<file path="src/rtl/mc_controller.sv">
// Multi-cycle MIPS control FSM: sequences fetch/decode/execute/memory/writeback and
// drives datapath strobes and mux selects, with req/ready handshakes to IM and DM.
module mc_controller #(
    parameter int unsigned WAIT_LIMIT = 255
) (
    input  logic       clk,
    input  logic       reset,
    input  logic [5:0] Opcode,
    input  logic [5:0] Funct,
    input  logic       Zero,
    input  logic       IMReady,
    input  logic       DMReady,
    output logic       IMReq,
    output logic       IRWE,
    output logic       PCWE,
    output logic [1:0] PCSel,
    output logic       RegWE,
    output logic [1:0] RegA3Sel,
    output logic [1:0] DatatoReg,
    output logic       ALUBSel,
    output logic [2:0] ALUCtrl,
    output logic [1:0] EXTCtrl,
    output logic       DMReq,
    output logic       DMWE,
    output logic       InstrDone,
    output logic       Illegal,
    output logic       Timeout,
    output logic [3:0] State
);

    typedef enum logic [3:0] {
        FETCH  = 4'd0,
        DECODE = 4'd1,
        EXEC_R = 4'd2,
        EXEC_I = 4'd3,
        MADDR  = 4'd4,
        MRD    = 4'd5,
        MWR    = 4'd6,
        WB     = 4'd7,
        BRANCH = 4'd8,
        JUMP   = 4'd9
    } state_t;

    typedef enum logic [3:0] {
        C_NONE, C_NOP, C_ADDU, C_SUBU, C_ORI, C_LUI,
        C_LW, C_SW, C_BEQ, C_J, C_JAL, C_JR
    } iclass_t;

    localparam logic [2:0] ALU_ADD  = 3'd0;
    localparam logic [2:0] ALU_SUB  = 3'd1;
    localparam logic [2:0] ALU_OR   = 3'd2;
    localparam logic [7:0] WAIT_LAST = 8'(WAIT_LIMIT - 1);

    state_t  state_q, state_d;
    iclass_t class_q, class_d;
    iclass_t decClass;
    logic [7:0] waitCnt_q, waitCnt_d;
    logic memWait;

    always_comb begin
        decClass = C_NONE;
        case (Opcode)
            6'b000000: begin
                case (Funct)
                    6'b100001: decClass = C_ADDU;
                    6'b100011: decClass = C_SUBU;
                    6'b001000: decClass = C_JR;
                    6'b000000: decClass = C_NOP;
                    default:   decClass = C_NONE;
                endcase
            end
            6'b001101: decClass = C_ORI;
            6'b001111: decClass = C_LUI;
            6'b100011: decClass = C_LW;
            6'b101011: decClass = C_SW;
            6'b000100: decClass = C_BEQ;
            6'b000010: decClass = C_J;
            6'b000011: decClass = C_JAL;
            default:   decClass = C_NONE;
        endcase
    end

    always_comb begin
        state_d   = state_q;
        class_d   = class_q;
        waitCnt_d = waitCnt_q;
        memWait   = 1'b0;
        IMReq     = 1'b0;
        IRWE      = 1'b0;
        PCWE      = 1'b0;
        PCSel     = 2'd0;
        RegWE     = 1'b0;
        RegA3Sel  = 2'd0;
        DatatoReg = 2'd0;
        ALUBSel   = 1'b0;
        ALUCtrl   = ALU_ADD;
        EXTCtrl   = 2'd0;
        DMReq     = 1'b0;
        DMWE      = 1'b0;
        InstrDone = 1'b0;
        Illegal   = 1'b0;
        Timeout   = 1'b0;

        case (state_q)
            FETCH: begin
                IMReq = 1'b1;
                if (IMReady) begin
                    IRWE    = 1'b1;
                    PCWE    = 1'b1;
                    state_d = DECODE;
                end else if (waitCnt_q == WAIT_LAST) begin
                    Timeout = 1'b1;
                end else begin
                    memWait = 1'b1;
                end
            end
            DECODE: begin
                class_d = decClass;
                case (decClass)
                    C_ADDU, C_SUBU:    state_d = EXEC_R;
                    C_ORI, C_LUI:      state_d = EXEC_I;
                    C_LW, C_SW:        state_d = MADDR;
                    C_BEQ:             state_d = BRANCH;
                    C_J, C_JAL, C_JR:  state_d = JUMP;
                    C_NOP: begin
                        InstrDone = 1'b1;
                        state_d   = FETCH;
                    end
                    default: begin
                        Illegal = 1'b1;
                        state_d = FETCH;
                    end
                endcase
            end
            EXEC_R: begin
                ALUCtrl = (class_q == C_SUBU) ? ALU_SUB : ALU_ADD;
                state_d = WB;
            end
            EXEC_I: begin
                ALUBSel = 1'b1;
                ALUCtrl = ALU_OR;
                EXTCtrl = (class_q == C_LUI) ? 2'd2 : 2'd0;
                state_d = WB;
            end
            MADDR: begin
                ALUBSel = 1'b1;
                EXTCtrl = 2'd1;
                state_d = (class_q == C_SW) ? MWR : MRD;
            end
            MRD: begin
                DMReq = 1'b1;
                if (DMReady) begin
                    state_d = WB;
                end else if (waitCnt_q == WAIT_LAST) begin
                    Timeout = 1'b1;
                    state_d = FETCH;
                end else begin
                    memWait = 1'b1;
                end
            end
            MWR: begin
                DMReq = 1'b1;
                if (DMReady) begin
                    DMWE      = 1'b1;
                    InstrDone = 1'b1;
                    state_d   = FETCH;
                end else if (waitCnt_q == WAIT_LAST) begin
                    Timeout = 1'b1;
                    state_d = FETCH;
                end else begin
                    DMWE    = 1'b1;
                    memWait = 1'b1;
                end
            end
            WB: begin
                RegWE     = 1'b1;
                InstrDone = 1'b1;
                state_d   = FETCH;
                case (class_q)
                    C_ADDU, C_SUBU: RegA3Sel = 2'd1;
                    C_LUI: begin
                        DatatoReg = 2'd3;
                        EXTCtrl   = 2'd2;
                    end
                    C_LW:    DatatoReg = 2'd1;
                    default: DatatoReg = 2'd0;
                endcase
            end
            BRANCH: begin
                ALUCtrl   = ALU_SUB;
                PCSel     = 2'd1;
                PCWE      = Zero;
                InstrDone = 1'b1;
                state_d   = FETCH;
            end
            JUMP: begin
                PCWE      = 1'b1;
                InstrDone = 1'b1;
                state_d   = FETCH;
                PCSel     = (class_q == C_JR) ? 2'd3 : 2'd2;
                if (class_q == C_JAL) begin
                    RegWE     = 1'b1;
                    RegA3Sel  = 2'd2;
                    DatatoReg = 2'd2;
                end
            end
            default: state_d = FETCH;
        endcase

        // A timeout restarts the count even when FETCH retries in place.
        if (state_d != state_q || Timeout) begin
            waitCnt_d = 8'd0;
        end else if (memWait) begin
            waitCnt_d = waitCnt_q + 8'd1;
        end

        if (reset) begin
            IMReq     = 1'b0;
            IRWE      = 1'b0;
            PCWE      = 1'b0;
            PCSel     = 2'd0;
            RegWE     = 1'b0;
            RegA3Sel  = 2'd0;
            DatatoReg = 2'd0;
            ALUBSel   = 1'b0;
            ALUCtrl   = ALU_ADD;
            EXTCtrl   = 2'd0;
            DMReq     = 1'b0;
            DMWE      = 1'b0;
            InstrDone = 1'b0;
            Illegal   = 1'b0;
            Timeout   = 1'b0;
        end
    end

    always_ff @(posedge clk) begin
        if (reset) begin
            state_q   <= FETCH;
            class_q   <= C_NONE;
            waitCnt_q <= 8'd0;
        end else begin
            state_q   <= state_d;
            class_q   <= class_d;
            waitCnt_q <= waitCnt_d;
        end
    end

    assign State = state_q;

endmodule

</file>
<file path="config.mk">
export PLATFORM = sky130hd
export DESIGN_NAME = mc_controller
export DESIGN_NICKNAME = d
export VERILOG_FILES = /design/src/rtl/mc_controller.sv
export SDC_FILE = /design/constraint.sdc
export NUM_CORES = 1
export LEC_CHECK = 0
export ABC_AREA = 0
export CAP_MARGIN = 20
export CORE_ASPECT_RATIO = 0.8
export CORE_UTILIZATION = 49
export CTS_CLUSTER_DIAMETER = 40
export DETAILED_ROUTE_END_ITERATION = 10
export GPL_TIMING_DRIVEN = 1
export HOLD_SLACK_MARGIN = 0.06
export PLACE_DENSITY = 0.84
export SYNTH_ARGS = -nofsm -noshare
export SYNTH_HDL_FRONTEND = slang
export SYNTH_SLANG_ARGS = --single-unit
</file>
<file path="constraint.sdc">
create_clock -name clk -period 4.65 [get_ports clk]
set_clock_uncertainty 0.2 [all_clocks]
set_input_delay 0.6975 -clock clk [delete_from_list [all_inputs] [get_ports clk]]
set_output_delay 0.6975 -clock clk [all_outputs]
set_load 0.02 [all_outputs]
</file>
; ---- Yosys cells after proc, flatten, opt, wreduce, memory -nomap -nowiden
; Cells that the tools add are included.
[classes]
add_sub_neg = 1
eq_ne = 39
mux = 58
reduce_logical = 16
[ops]
columns = op, n
row1 = equality test 4 x 3 -> 1 bit (second input constant), 11
row2 = equality test 4 bit (second input constant), 8
row3 = one-hot mux 4 bit (8 select lines), 1
row4 = 2-to-1 mux 1 bit, 31
row5 = equality test 4 x 2 -> 1 bit (second input constant), 6
row6 = equality test 6 bit (second input constant), 4
row7 = one-hot mux 4 bit (6 select lines), 1
row8 = one-hot mux 2 bit (2 select lines), 5
row9 = one-hot mux 4 bit (5 select lines), 1
row10 = equality test 6 x 4 -> 1 bit (second input constant), 3
row11 = OR reduction 2 bit, 9
row12 = 2-to-1 mux 4 bit, 4
row13 = one-hot mux 4 bit (4 select lines), 1
row14 = 2-to-1 mux 2 bit, 7
row15 = equality test 6 x 2 -> 1 bit (second input constant), 2
row16 = zero test 6 bit, 2
row17 = OR reduction 11 bit, 1
row18 = adder 8 x 1 -> 8 bit (second input constant), 1
row19 = equality test 4 x 1 -> 1 bit (second input constant), 2
row20 = equality test 8 bit (second input constant), 1
row21 = equality test 6 x 3 -> 1 bit (second input constant), 1
row22 = one-hot mux 1 bit (2 select lines), 3
row23 = one-hot mux 1 bit (3 select lines), 2
row24 = one-hot mux 2 bit (3 select lines), 1
row25 = other kinds (5), 6
[totals]
regBits = 16
input_bits = 17
out_inout_bits = 25

; ---- Depth between registers and ports, before layout
[depth]
ltp_word = 10
ltp_mapped = 7

; ---- Worst setup path before layout
; OpenSTA, ideal clock, no wires.
[synth_timing]
kind = flip-flop to output port
startpoint = register state_q[3] (netlist: State[3])
endpoint = output port PCSel[0]
t_arrival_ns = 2.322
required_ns = 3.753
setup_slack_ns = 1.431
path_stages_with_launch = 5
path_cell_list = dfxtp_1 clkbuf_1 buf_1 nand2_1 a2111oi_0
[synth_between]
elab_chain_len = 3
elab_cells_between_ends = 4
classes_between = 2 x eq/ne / 2 x mux
[synth_lines]
columns = item, line_no
row1 = "start, declared", 54  ; state_t state_q, state_d;
row2 = "start signal, assigned", 242  ; state_q <= state_d;
row3 = equality test 4 bit, 104  ; case (state_q)
row4 = one-hot mux 2 bit (2 select lines) *, 104
row5 = 2-to-1 mux 2 bit *, 217  ; if (reset) begin
row6 = "end, declared", 16  ; output logic [1:0] PCSel,
; Every way passes the cells marked *; elsewhere a longest branch is shown, timed or not.

; ---- Final worst setup path
[layout_timing]
startpoint = input port Opcode[2]
endpoint = output port InstrDone
[layout_between]
elab_chain_len = 6
elab_cells_between_ends = 13
classes_between = 8 x eq/ne / 4 x mux / 1 x reduce/logical
[layout_lines]
columns = item, line_no
row1 = "start, declared", 8  ; input logic [5:0] Opcode,
row2 = "equality test 6 x 2 -> 1 bit, or another cell as far along", 62  ; case (Opcode)
row3 = one-hot mux 4 bit (8 select lines) *, 62
row4 = equality test 4 x 1 -> 1 bit *, 119  ; case (decClass)
row5 = 2-to-1 mux 1 bit *, 119
row6 = one-hot mux 1 bit (3 select lines) *, 104
row7 = 2-to-1 mux 1 bit *, 217
row8 = "end, declared", 25  ; output logic InstrDone,
; Marked as above.

==> out/results.ini <==
[status]
status=complete, but fails checks
failed_checks=design-rule violations

[timing]
max_freq_mhz=245
finalSetupViolations=0
max_slew.worst_pin.slew_ps=822
finalCriticalPeriod_ps=4080
rsz0062_at_grt=no
slew_violations=0
setup_tns_ps=0
finalCritPeriodShare=0.878
hold_viol_final=0
relSlewSlack=0.452

[finish]
multi_input_area_um2=1170
antenna-diode-count=0
regArea_um2=320
syn2layout_area_growth_pct=28.1
drive_gt1_frac=0.0851
nFillCells=262
final_nets=255

[global_routing]
antenna_found_initial=0
grt_pass1_wl_mm=6.67
grt_max_degree=25
grt_usage=0.247
gr-total-overflow=0
grt_pass1_vias=1430

[placed_design]
port_buffers=40
dp.final_hpwl_mm=2.95
gp_congestion=0.831

[clocking]
clk_pin_slew_worst_paths_ps=70
numCtsBuffers=3
cts_setup_buffers=0
clockRootBuffer=clkbuf_8
htreeDepth=1
ctsHoldBuffers=0
cts_resized=0
cts_tree=yes
clock_path_buffers=2
cts_sinks=16
clk_latency_ps=260

[worst_setup_path]
critPathBufInv=2
crit_path_max_incr_delay_ps=640
cp_max_fo=10
critical-path-top-delay-family=buffers and inverters
crit_chain=clkdlybuf4s50_1, or3b_1, a2111oi_0, nor2_1, o2111ai_1, a21oi_1, clkdlybuf4s50_1
crit_required_ps=3750
start_kind=input port
path_class=in2out
cp_common_cell=clkdlybuf4s50_1
crit_path_top_delay_cell=a2111oi_0
cp-end-kind=primary output
critPathArrivalTime_ps=3190

[floorplan]
rows=18
die_height_um=52.8
core-area_um2=3090
io_pins=42
start_util=0.512
dieArea_um2=3450
fp.dieW_um=65.5

[routing]
routed_wirelength_mm=4.00
drt-initial-drc-count=170
viasPerCell=6.07
drcViolationCount=2
antenna_left=0
wire_per_inst_um=14.5
firstDrtPassIters=7
dr_total_vias=1670

[synth]
synth_cells=202
ys.flop_type=dfxtp_1
syn-num-nets=221
ys_ff_latch=16
yosys_warnings=0
ys_seq_area_frac=0.203
ys_types=65
syn_area_um2=1580
synth_edf_count=0
async_flop_share=0
syn_avg_cell_area_um2=7.82

[pwr]
p_per_area_nw_per_um2=320
p_leak_uw=0.000624
p_total_uw=648
vdd_drop_max_mv=0.153

[hold_path]
min_path_type=reg2reg

[run]
drv_cap=0

[worst register-to-register path, cell delays in order (launching register included)]
cell,delay [ps]
dfxtp_1,820
nor4b_4,550
nand2_1,130
o221ai_2,260
mux2i_1,700
nor3_1,110
[flip-flops by register name, summed over array words and instances, names as in the netlist]
| name | cells |
|---|---|
| State | 4 |
| class_q | 4 |
| waitCnt_q | 8 |
[cell usage after synthesis (5+ instances only)]
master / n / area share
nor3_1: 14 / 0.044
nor4_1: 6 / 0.024
dfxtp_1: 16 / 0.20
nand2b_1: 10 / 0.040
nand3b_1: 5 / 0.024
nand3_1: 7 / 0.022
nand2_1: 16 / 0.038
nor2_1: 17 / 0.040
a21oi_1: 10 / 0.032
o211ai_1: 5 / 0.024
[worst paths after layout]
kind                                   start           end  slack [ps]  cells past startpoint
worst max-delay path               Opcode[2]     InstrDone         570                      7
worst min-delay path            waitCnt_q[5]  waitCnt_q[5]         300                      2
worst max register to register      State[0]  waitCnt_q[0]        1760                      5
worst min register to register  waitCnt_q[5]  waitCnt_q[5]         300                      2
[metal layers]
layer,share of wire,GRT usage,wire (um),up-vias
li1,-,-,-,835
met1,0.50,0.356,2020,781
met2,0.44,0.385,1760,50
met3,0.046,0.0109,185,4
met4,0.0090,0.0906,36,0
met5,0,0,0,-
[layout make-up]
type                            count  area share
Tap cell                           40      0.0247
Multi-Input combinational cell    170       0.581
Inverter                            4     0.00742
Sequential cell                    16       0.158
Clock buffer                        4      0.0272
Timing Repair Buffer               41       0.202
[power breakdown]
group | switching, uW | internal (uW)
clock network | 53.8 | 75.3
logic | 162 | 141
registers | 59.4 | 157
total | 275 | 374
[cell usage in the layout (no fill, tap or decap), types with 2 or more instances in the layout]
| cell type | count |
|---|---|
| nand2b_1 | 10 |
| clkdlybuf4s50_1 | 40 |
| nor3b_1 | 4 |
| nand3b_1 | 5 |
| nor2b_1 | 4 |
| and3_1 | 3 |
| o211ai_1 | 5 |
| or2_1 | 4 |
| ha_1 | 2 |
| xnor2_1 | 2 |
| nor4_1 | 6 |
| or4_1 | 3 |
| a21oi_1 | 10 |
| a2111oi_0 | 4 |
| o31ai_1 | 3 |
| nor4b_1 | 3 |
| nand2_1 | 16 |
| nor3_1 | 14 |
| o2111ai_1 | 2 |
| a211oi_1 | 4 |
| a211oi_2 | 2 |
| o32a_1 | 2 |
| xor2_1 | 4 |
| nor2_1 | 17 |
| inv_1 | 4 |
| clkbuf_8 | 4 |
| dfxtp_1 | 16 |
| nand4b_1 | 2 |
| nand3_1 | 7 |
[cells by family (layout without fill, tap and decap cells)]
kind of cell,count (synthesis),after routing,share of synthesized area
and+or+nand+nor,112,112,0.420
AOI/OAI and AO/OA,47,47,0.259
DFF,16,16,0.203
buffers and inverters,16,49,0.0531
xor gates and xnor gates,6,6,0.0333
adders and majority gates,2,2,0.0158
muxes,2,2,0.0135
other,1,1,0.00237
[per-stage QoR]
step / hold slack [ps] / std cells / util / instance area (um^2) / setup slack, ps
after floorplan: 271 / 202 / - / 1580 / 1430
after global placement: 292 / 271 / 0.638 / 1970 / 658
after detailed placement: 296 / 271 / 0.638 / 1970 / 596
after CTS: 310 / 275 / 0.656 / 2020 / 599
after global routing: 322 / 275 / 0.656 / 2020 / 342
final: 303 / 275 / 0.656 / 2020 / 566
No activity file was read; power rests on OpenSTA's default activity.
